### src/rtl/awgn_pkg.sv
// Shared types and widths for the AWGN burst sequencer.
package awgn_pkg;
    localparam int SEED_W   = 192;
    localparam int SAMPLE_W = 16;
    localparam int OVF_W    = 8;

    typedef enum logic [2:0] {
        IDLE,
        SEED,
        WARMUP,
        RUN,
        DRAIN
    } state_t;
endpackage

### src/rtl/awgn_sample_fifo.sv
// First-word fall-through sample-pair buffer; head is visible the cycle after its push.
module awgn_sample_fifo #(
    parameter int DEPTH = 4,
    parameter int WIDTH = 32
) (
    input  logic             clk,
    input  logic             reset,
    input  logic             flush,
    input  logic             push,
    input  logic             pop,
    input  logic [WIDTH-1:0] wr_data,
    output logic [WIDTH-1:0] rd_data,
    output logic             full,
    output logic             empty
);
    localparam int AW = $clog2(DEPTH);

    logic [WIDTH-1:0] mem [DEPTH];
    logic [AW-1:0]    wr_ptr;
    logic [AW-1:0]    rd_ptr;
    logic [AW:0]      count;
    logic             do_push;
    logic             do_pop;

    assign full    = (count == (AW+1)'(DEPTH));
    assign empty   = (count == '0);
    assign do_pop  = pop && !empty;
    // a pop in the same cycle frees the slot, so a full buffer still accepts
    assign do_push = push && (!full || do_pop);
    assign rd_data = empty ? '0 : mem[rd_ptr];

    always_ff @(posedge clk or negedge reset) begin
        if (!reset) begin
            wr_ptr <= '0;
            rd_ptr <= '0;
            count  <= '0;
        end else if (flush) begin
            wr_ptr <= '0;
            rd_ptr <= '0;
            count  <= '0;
        end else begin
            if (do_push) wr_ptr <= wr_ptr + AW'(1);
            if (do_pop)  rd_ptr <= rd_ptr + AW'(1);
            count <= count + (AW+1)'(do_push) - (AW+1)'(do_pop);
        end
    end

    always_ff @(posedge clk) begin
        if (do_push) mem[wr_ptr] <= wr_data;
    end
endmodule

### src/rtl/awgn_burst_ctrl.sv
// Seeds, warms up and bursts the free-running AWGN datapath into a valid/ready stream.
//   state  | meaning
//   IDLE   | generator held in reset, waiting for start
//   SEED   | seeds stable on seed_bus, gen_rst held for SEED_CYCLES
//   WARMUP | generator running, samples discarded for WARMUP_CYCLES
//   RUN    | one pair per cycle pushed (or dropped when full)
//   DRAIN  | generator stopped, waiting for FIFO to empty
module awgn_burst_ctrl
    import awgn_pkg::*;
#(
    parameter int SEED_CYCLES   = 2,
    parameter int WARMUP_CYCLES = 4,
    parameter int FIFO_DEPTH    = 4,
    parameter int CNT_W         = 16
) (
    input  logic                       clk,
    input  logic                       reset,
    input  logic                       start,
    input  logic                       abort,
    input  logic [CNT_W-1:0]           burst_len,
    input  logic [SEED_W-1:0]          seed_in,
    output logic [SEED_W-1:0]          seed_bus,
    output logic                       gen_rst,
    input  logic signed [SAMPLE_W-1:0] awgn_in1,
    input  logic signed [SAMPLE_W-1:0] awgn_in2,
    output logic                       m_valid,
    input  logic                       m_ready,
    output logic [2*SAMPLE_W-1:0]      m_data,
    output logic                       busy,
    output logic                       done,
    output logic [OVF_W-1:0]           overflow_cnt
);
    state_t             state, state_nxt;
    logic [CNT_W-1:0]   tmr, tmr_nxt;
    logic [CNT_W-1:0]   gen_cnt, gen_cnt_nxt;
    logic [CNT_W-1:0]   burst_len_q;
    logic [SEED_W-1:0]  seed_q;
    logic [OVF_W-1:0]   ovf_q;
    logic               start_ok;
    logic               push;
    logic               pop;
    logic               drop;
    logic               flush;
    logic               full;
    logic               empty;

    assign start_ok     = (state == IDLE) && start && !abort;
    assign flush        = start_ok || abort;
    assign pop          = !empty && m_ready;
    assign drop         = push && full && !pop;
    assign busy         = (state != IDLE);
    assign m_valid      = !empty;
    assign seed_bus     = seed_q;
    assign overflow_cnt = ovf_q;

    always_comb begin
        state_nxt   = state;
        tmr_nxt     = tmr;
        gen_cnt_nxt = gen_cnt;
        gen_rst     = 1'b1;
        push        = 1'b0;
        done        = 1'b0;
        case (state)
            IDLE: begin
                if (start_ok) begin
                    state_nxt   = SEED;
                    tmr_nxt     = CNT_W'(SEED_CYCLES - 1);
                    gen_cnt_nxt = '0;
                end
            end
            SEED: begin
                if (tmr == '0) begin
                    if (WARMUP_CYCLES == 0) begin
                        state_nxt = RUN;
                    end else begin
                        state_nxt = WARMUP;
                        tmr_nxt   = CNT_W'(WARMUP_CYCLES - 1);
                    end
                end else begin
                    tmr_nxt = tmr - CNT_W'(1);
                end
            end
            WARMUP: begin
                gen_rst = 1'b0;
                if (tmr == '0) state_nxt = RUN;
                else           tmr_nxt   = tmr - CNT_W'(1);
            end
            RUN: begin
                gen_rst     = 1'b0;
                push        = 1'b1;
                gen_cnt_nxt = gen_cnt + CNT_W'(1);
                // zero length means continuous; only abort leaves RUN then
                if ((burst_len_q != '0) && (gen_cnt_nxt == burst_len_q)) state_nxt = DRAIN;
            end
            DRAIN: begin
                if (empty) begin
                    done      = 1'b1;
                    state_nxt = IDLE;
                end
            end
            default: state_nxt = IDLE;
        endcase
        if (abort && (state != IDLE)) begin
            state_nxt = IDLE;
            push      = 1'b0;
            done      = 1'b0;
        end
    end

    always_ff @(posedge clk or negedge reset) begin
        if (!reset) begin
            state       <= IDLE;
            tmr         <= '0;
            gen_cnt     <= '0;
            burst_len_q <= '0;
            seed_q      <= '0;
            ovf_q       <= '0;
        end else begin
            state   <= state_nxt;
            tmr     <= tmr_nxt;
            gen_cnt <= gen_cnt_nxt;
            if (start_ok) begin
                burst_len_q <= burst_len;
                seed_q      <= seed_in;
                ovf_q       <= '0;
            end else if (drop && (ovf_q != '1)) begin
                ovf_q <= ovf_q + OVF_W'(1);
            end
        end
    end

    awgn_sample_fifo #(
        .DEPTH (FIFO_DEPTH),
        .WIDTH (2*SAMPLE_W)
    ) u_fifo (
        .clk     (clk),
        .reset   (reset),
        .flush   (flush),
        .push    (push),
        .pop     (pop),
        .wr_data ({awgn_in2, awgn_in1}),
        .rd_data (m_data),
        .full    (full),
        .empty   (empty)
    );
endmodule

### config.mk
export PLATFORM = sky130hd
export DESIGN_NAME = awgn_burst_ctrl
export DESIGN_NICKNAME = d
export VERILOG_FILES = /design/src/rtl/awgn_pkg.sv /design/src/rtl/awgn_sample_fifo.sv /design/src/rtl/awgn_burst_ctrl.sv
export SDC_FILE = /design/constraint.sdc
export NUM_CORES = 1
export LEC_CHECK = 0
export CAP_MARGIN = 20
export CORE_AREA = 2 2 185 187
export CTS_CLUSTER_SIZE = 40
export DETAILED_ROUTE_END_ITERATION = 12
export DIE_AREA = 0 0 187 189
export HOLD_SLACK_MARGIN = 0.12
export PLACE_DENSITY = 0.79
export SETUP_SLACK_MARGIN = 0.02
export SLEW_MARGIN = 20
export SYNTH_ARGS = -nofsm -noshare
export SYNTH_HDL_FRONTEND = slang
export SYNTH_SLANG_ARGS = --single-unit
### constraint.sdc
create_clock -name clk -period 5.4 [get_ports clk]
set_input_delay 1.62 -clock clk [delete_from_list [all_inputs] [get_ports clk]]
set_output_delay 1.62 -clock clk [all_outputs]
set_load 0.05 [all_outputs]
=== Yosys cells after proc, flatten, opt, wreduce, memory -nomap -nowiden ===
Memories as Yosys holds them, arrays and structs flattened.
Cells that the tools add are included.

* Bits in registers: 258
* Output and inout bits: 236
* Memories: 1
* Logic and storage cells: 90
* Memory bits (writable): 128

{| class="wikitable"
|+ Memory list
! name !! words !! width !! rd ports !! clocked after Yosys merged registers in !! write ports !! line !! source
|-
| u_fifo.mem || 4 || 32 || 1 || 0 || 1 || awgn_sample_fifo.sv:18 || <nowiki>logic [WIDTH-1:0] mem [DEPTH];</nowiki>
|}

* Multiplexer cells: 29
* $add $sub $neg: 7
* Reduce and logical (&&, ||, !) cells: 30
* Equality and inequality tests: 14

{| class="wikitable"
|+ Operator list
! operator !! number
|-
| 16-bit 2-to-1 mux || 4
|-
| 16-bit one-hot mux with 3 select lines || 1
|-
| 32-bit 2-to-1 mux || 1
|-
| 16-bit one-hot mux with 2 select lines || 1
|-
| 3-bit 2-to-1 mux || 7
|-
| 16-bit by 1-bit adder with 16-bit output, second input constant || 1
|-
| 16-bit equality test || 1
|-
| 16-bit logical NOT || 1
|-
| 8-bit 2-to-1 mux || 2
|-
| 16-bit nonzero test || 1
|-
| 16-bit by 1-bit subtractor with 16-bit output, second input constant || 1
|-
| 3-bit one-hot mux with 5 select lines || 1
|-
| 1-bit logical AND || 10
|-
| 3-bit inequality test, second input constant || 3
|-
| 8-bit by 1-bit adder with 8-bit output, second input constant || 1
|-
| 1-bit 2-to-1 mux || 8
|-
| 2-bit 2-to-1 mux || 4
|-
| 8-bit inequality test, second input constant || 1
|-
| 2-bit nonzero test || 4
|-
| 3-bit by 2-bit equality test with 1-bit output, second input constant || 2
|-
| 3-bit equality test, second input constant || 2
|-
| 3-bit logical NOT || 2
|-
| 3-bit by 2-bit inequality test with 1-bit output, second input constant || 2
|-
| 3-bit nonzero test || 2
|-
| 11 further kinds || 17
|}

=== Longest topological paths before layout ===
* Depth in word-level cells: 9
* Mapped depth: 10

=== By module ===
From an unflattened synthesis, not the netlist that was laid out.

* Cells, all modules: 1026
* Area, all modules: 15770.1 µm²

{| class="wikitable"
|+ By module, submodules not included
! module !! sequential area each (µm²) !! area each (µm²) !! cells an instance !! times used
|-
| awgn_burst_ctrl || 6281.0 || 10448.8 || 776 || 1
|-
| awgn_sample_fifo || 4018.9 || 5321.4 || 250 || 1
|}

=== Worst setup path after synthesis ===
OpenSTA, ideal clock, no wires.

* Kind: input -> output
* From: input abort
* To: output done
* Cell stages on the path: 3
* Required time: 3.780 ns
* Slack: 1.345 ns
* Data arrival time: 2.435 ns
* Buffers on the path: 0
* Cell sequence: inv_1 nand3_1 nor2_1

* Word-level cells in the longest chain between the ends: 2

{| class="wikitable"
|+ Ends and longest elaborated chain
! element !! line !! source
|-
| start, declared || awgn_burst_ctrl.sv:19 || <nowiki>input logic abort,</nowiki>
|-
| 1-bit logical AND || awgn_burst_ctrl.sv:103 || <nowiki>if (abort && (state != IDLE)) begin</nowiki>
|-
| 1-bit 2-to-1 mux || awgn_burst_ctrl.sv:103 ||
|-
| end, declared || awgn_burst_ctrl.sv:30 || <nowiki>output logic done,</nowiki>
|}

No other way between the ends.

=== Final worst setup path ===
* From: register u_fifo.rd_ptr[0]
* To: output m_data[15]

* Word-level cells in the longest chain between the ends: 2

{| class="wikitable"
|+ Ends and longest elaborated chain
! element !! line !! source
|-
| start, declared || awgn_sample_fifo.sv:20 || <nowiki>logic [AW-1:0] rd_ptr;</nowiki>
|-
| start signal, assigned || awgn_sample_fifo.sv:43 || <nowiki>if (do_pop) rd_ptr <= rd_ptr + AW'(1);</nowiki>
|-
| memory 4 x 32 bit || -- ||
|-
| 32-bit 2-to-1 mux || awgn_sample_fifo.sv:30 || <nowiki>assign rd_data = empty ? '0 : mem[rd_ptr];</nowiki>
|-
| end, declared || awgn_burst_ctrl.sv:28 || <nowiki>output logic [2*SAMPLE_W-1:0] m_data,</nowiki>
|}

No other way between the ends.

==> flow_summary.toml <==
[clock_tree]
clk_pin_slew_ns = 0.06
clk_latency_ns = 0.53
post_cts_resized = 0
cts_root_buffer = "clkbuf_16"
htree_levels = 2
cts_buffers = 41
ctsHoldBuffers = 0
cts_tree = "done"
clkSinkCount = 386
clockBufferDepth = 3
post_cts.repair.setup_buffers = 0

[sta]
hold_viol_final = 0
setup_slack_ns = 0.777
finalSetupViolCount = 0
finalSetupTns_ns = 0
min_period_ns = 4.62
maxSlewHeadroom = 0.341
hold-worst-slack_ns = 0.473
skew_ns = 0.0110
fmax_mhz = 216
worst_pin_slew_ns = 0.985
finalMaxSlewViolations = 0
rsz0062_at_grt = "false"
fin_crit_sh = 0.856

[drt]
drt_iter0_drc = 839
drt-pass1-iter-count = 5
drt-wirelength-per-cell_um = 20.0
drcViolationCount = 0
ant_nets = 0
vias = 12300
vias_per_cell = 5.12
routed_wl_um = 48100

[power]
p_sw_frac = 0.412
power_frac_comb = 0.417
p_leak_nw = 9.71
fin_total_pwr_mw = 11.7
p_sw_mw = 4.81
power_density_nw_per_um2 = 520
p_seq_frac = 0.339
clkPwrFrac = 0.244
ir_worst_vdd_uv = 410
p_int_mw = 6.86

[floorplanning]
ios = 481
die_w_um = 187
die-area_um2 = 35300
core_um2 = 33300
start_util = 0.474
rows = 67
die_h_um = 189

[worst_setup_path]
cp_max_fo = 16
worst-path-buf-inv = 2
path_class = "reg2out"
cp_top_family = "buffers and inverters"
cp-end-kind = "primary output"
r2r.worst_path.cells = 5
critical_path_arrival_ns = 3.00
start_kind = "flip-flop"
crit_slowest_cell = "clkdlybuf4s50_1"
cpPeakStageDelay_ns = 0.70
r2r_slack_ns = 2.14
worstPathCellList = "buf_4 -> mux4_2 -> and2_1 -> clkdlybuf4s50_1"
cp.required_ns = 3.78
reg2reg_from = "state[1]"
reg2reg_to = "u_fifo.mem[2][28]"
cp-startpoint = "u_fifo.rd_ptr[0]"

[finish]
finalNetCount = 2168
syn_to_final_growth_pct = 42.2
layout.cells.non_filler = 2408
drive_gt1_frac = 0.0699

[synthesis]
synthSimpleGateAreaFrac = 0.217
synth_warnings = 0
synth_top_family_by_area = "simple AND/OR/NAND/NOR gates"
yosys.area_share.xor_xnor = 0.0266
synth_compound_area_frac = 0.0236
synth_commonest_cells = "nand2_1, dfrtp_1, edfxtp_1"
ys.flop_type = "dfrtp_1"
synthesis.area_um2 = 15800
synth_top_area_share = 0.409
ys_ff_latch = 386
synth_cell_types = 57
synthMuxAreaShare = 0.0479
synth_area_leaders = "dfrtp_1, edfxtp_1, nand2_1"
synthAdderAreaFrac = 0.00920
synth_area_leader_cell = "dfrtp_1"
yosysMostFrequentCell = "nand2_1"
syn-num-nets = 1704
synth_cells = 1448
avgSynthCellArea_um2 = 10.9
synth.yosys.seq_area_share = 0.653
synth_edf_count = 128
synthArstFlopShare = 0.668

[place]
dpl.cell_count = 2317
place.gp.congestion = 0.881
pre_cts_ws_ns = 1.05
hpwl_um = 33800
port_buffers = 480

[grt]
grt-ovfl-total = 0
grt_pass1_wl_um = 73100
track_usage = 0.270
grt_pass1_vias = 12600
grt_max_degree = 107
antenna_found_initial = 16

[outcome]
status = "completed"

[min_path]
holdPathStages = 2
hp-start = "seed_bus[135]"
hold_path.class = "reg2reg"
min_to = "seed_bus[135]"

[job]
max-cap-violations = 0
logic make-up after synthesis:
group | Yosys count
DFF | 386
muxes | 35
buffers and inverters | 94
xor gates and xnor gates | 48
adders and majority gates | 11
AOI/OAI and AO/OA | 52
and+or+nand+nor | 822
power groups by stage:
stage | clock [mW] | combinational, mW | sequential (mW)
6_report | 2.84 | 4.86 | 3.96
5_1_grt | 3.00 | 5.13 | 4.03
4_1_cts | 2.89 | 4.88 | 3.96
3_5_place_dp | 0 | 4.85 | 3.99
3_3_place_gp | 0 | 4.80 | 3.96
2_1_floorplan | 0 | 1.51 | 5.54
worst max-delay path by stage:
stage / end / cells after the start
2_1_floorplan: done / 3
3_3_place_gp: done / 5
3_5_place_dp: done / 5
4_1_cts: m_data[15] / 4
5_1_grt: m_data[15] / 4
6_report: m_data[15] / 4
layer usage:
layer,GRT usage,vias up,share of wire
met2,0.443,414,0.50
met3,0.0912,110,0.084
met1,0.325,6106,0.38
li1,-,5693,-
met5,0,-,0.00027
met4,0.119,2,0.040
cell type report:
| type | count | area, µm² |
|---|---|---|
| Clock buffer | 61 | 1220 |
| Sequential cell | 386 | 10300 |
| Inverter | 20 | 75.1 |
| Timing Repair Buffer | 495 | 4970 |
| Antenna cell | 15 | 37.5 |
| Multi-Input combinational cell | 968 | 5120 |
| Tap cell | 448 | 561 |
| Clock inverter | 15 | 146 |
| Fill cell | 2463 | 10800 |
sequential cells by signal (all words and copies together) (netlist names):
signal,count
tmr,16
u_fifo.wr_ptr,2
state,3
u_fifo.rd_ptr,2
seed_bus,192
gen_cnt,16
u_fifo.mem,128
u_fifo.count,3
burst_len_q,16
overflow_cnt,8
through the flow:
| stage | cell area, µm² | util |
|---|---|---|
| 6_report | 22400 | 0.674 |
| 5_1_grt | 22400 | 0.674 |
| 4_1_cts | 22400 | 0.673 |
| 3_5_place_dp | 21000 | 0.632 |
| 3_3_place_gp | 21000 | 0.632 |
| 2_1_floorplan | 15800 | - |
placed cells by master (no fill, tap or decap), types with 4 or more instances in the layout:
master           count
buf_12               4
inv_1               20
nor2_1              53
dfrtp_1            257
nor4_1              13
nor3_1              13
nand3_1             13
nor2b_1              5
clkbuf_16           41
xor2_1              14
nand4_1             10
nand2_1            650
o31ai_1              5
clkinv_2             9
and2_1              38
o21ai_0             19
buf_4               12
edfxtp_1           128
diode_2             15
ha_1                10
clkbuf_1             8
a21oi_1              9
mux4_2              32
clkbuf_8            12
xnor2_1             34
clkdlybuf4s50_1    478
worst register-to-register path: stages (launching register included):
cell and delay (ns):
dfrtp_1 0.55, nor2b_1 0.28, nand2_1 0.50, nor3_1 0.87, and2_1 0.24, buf_4 0.44
Note: power is estimated with default switching activity, not from simulation.
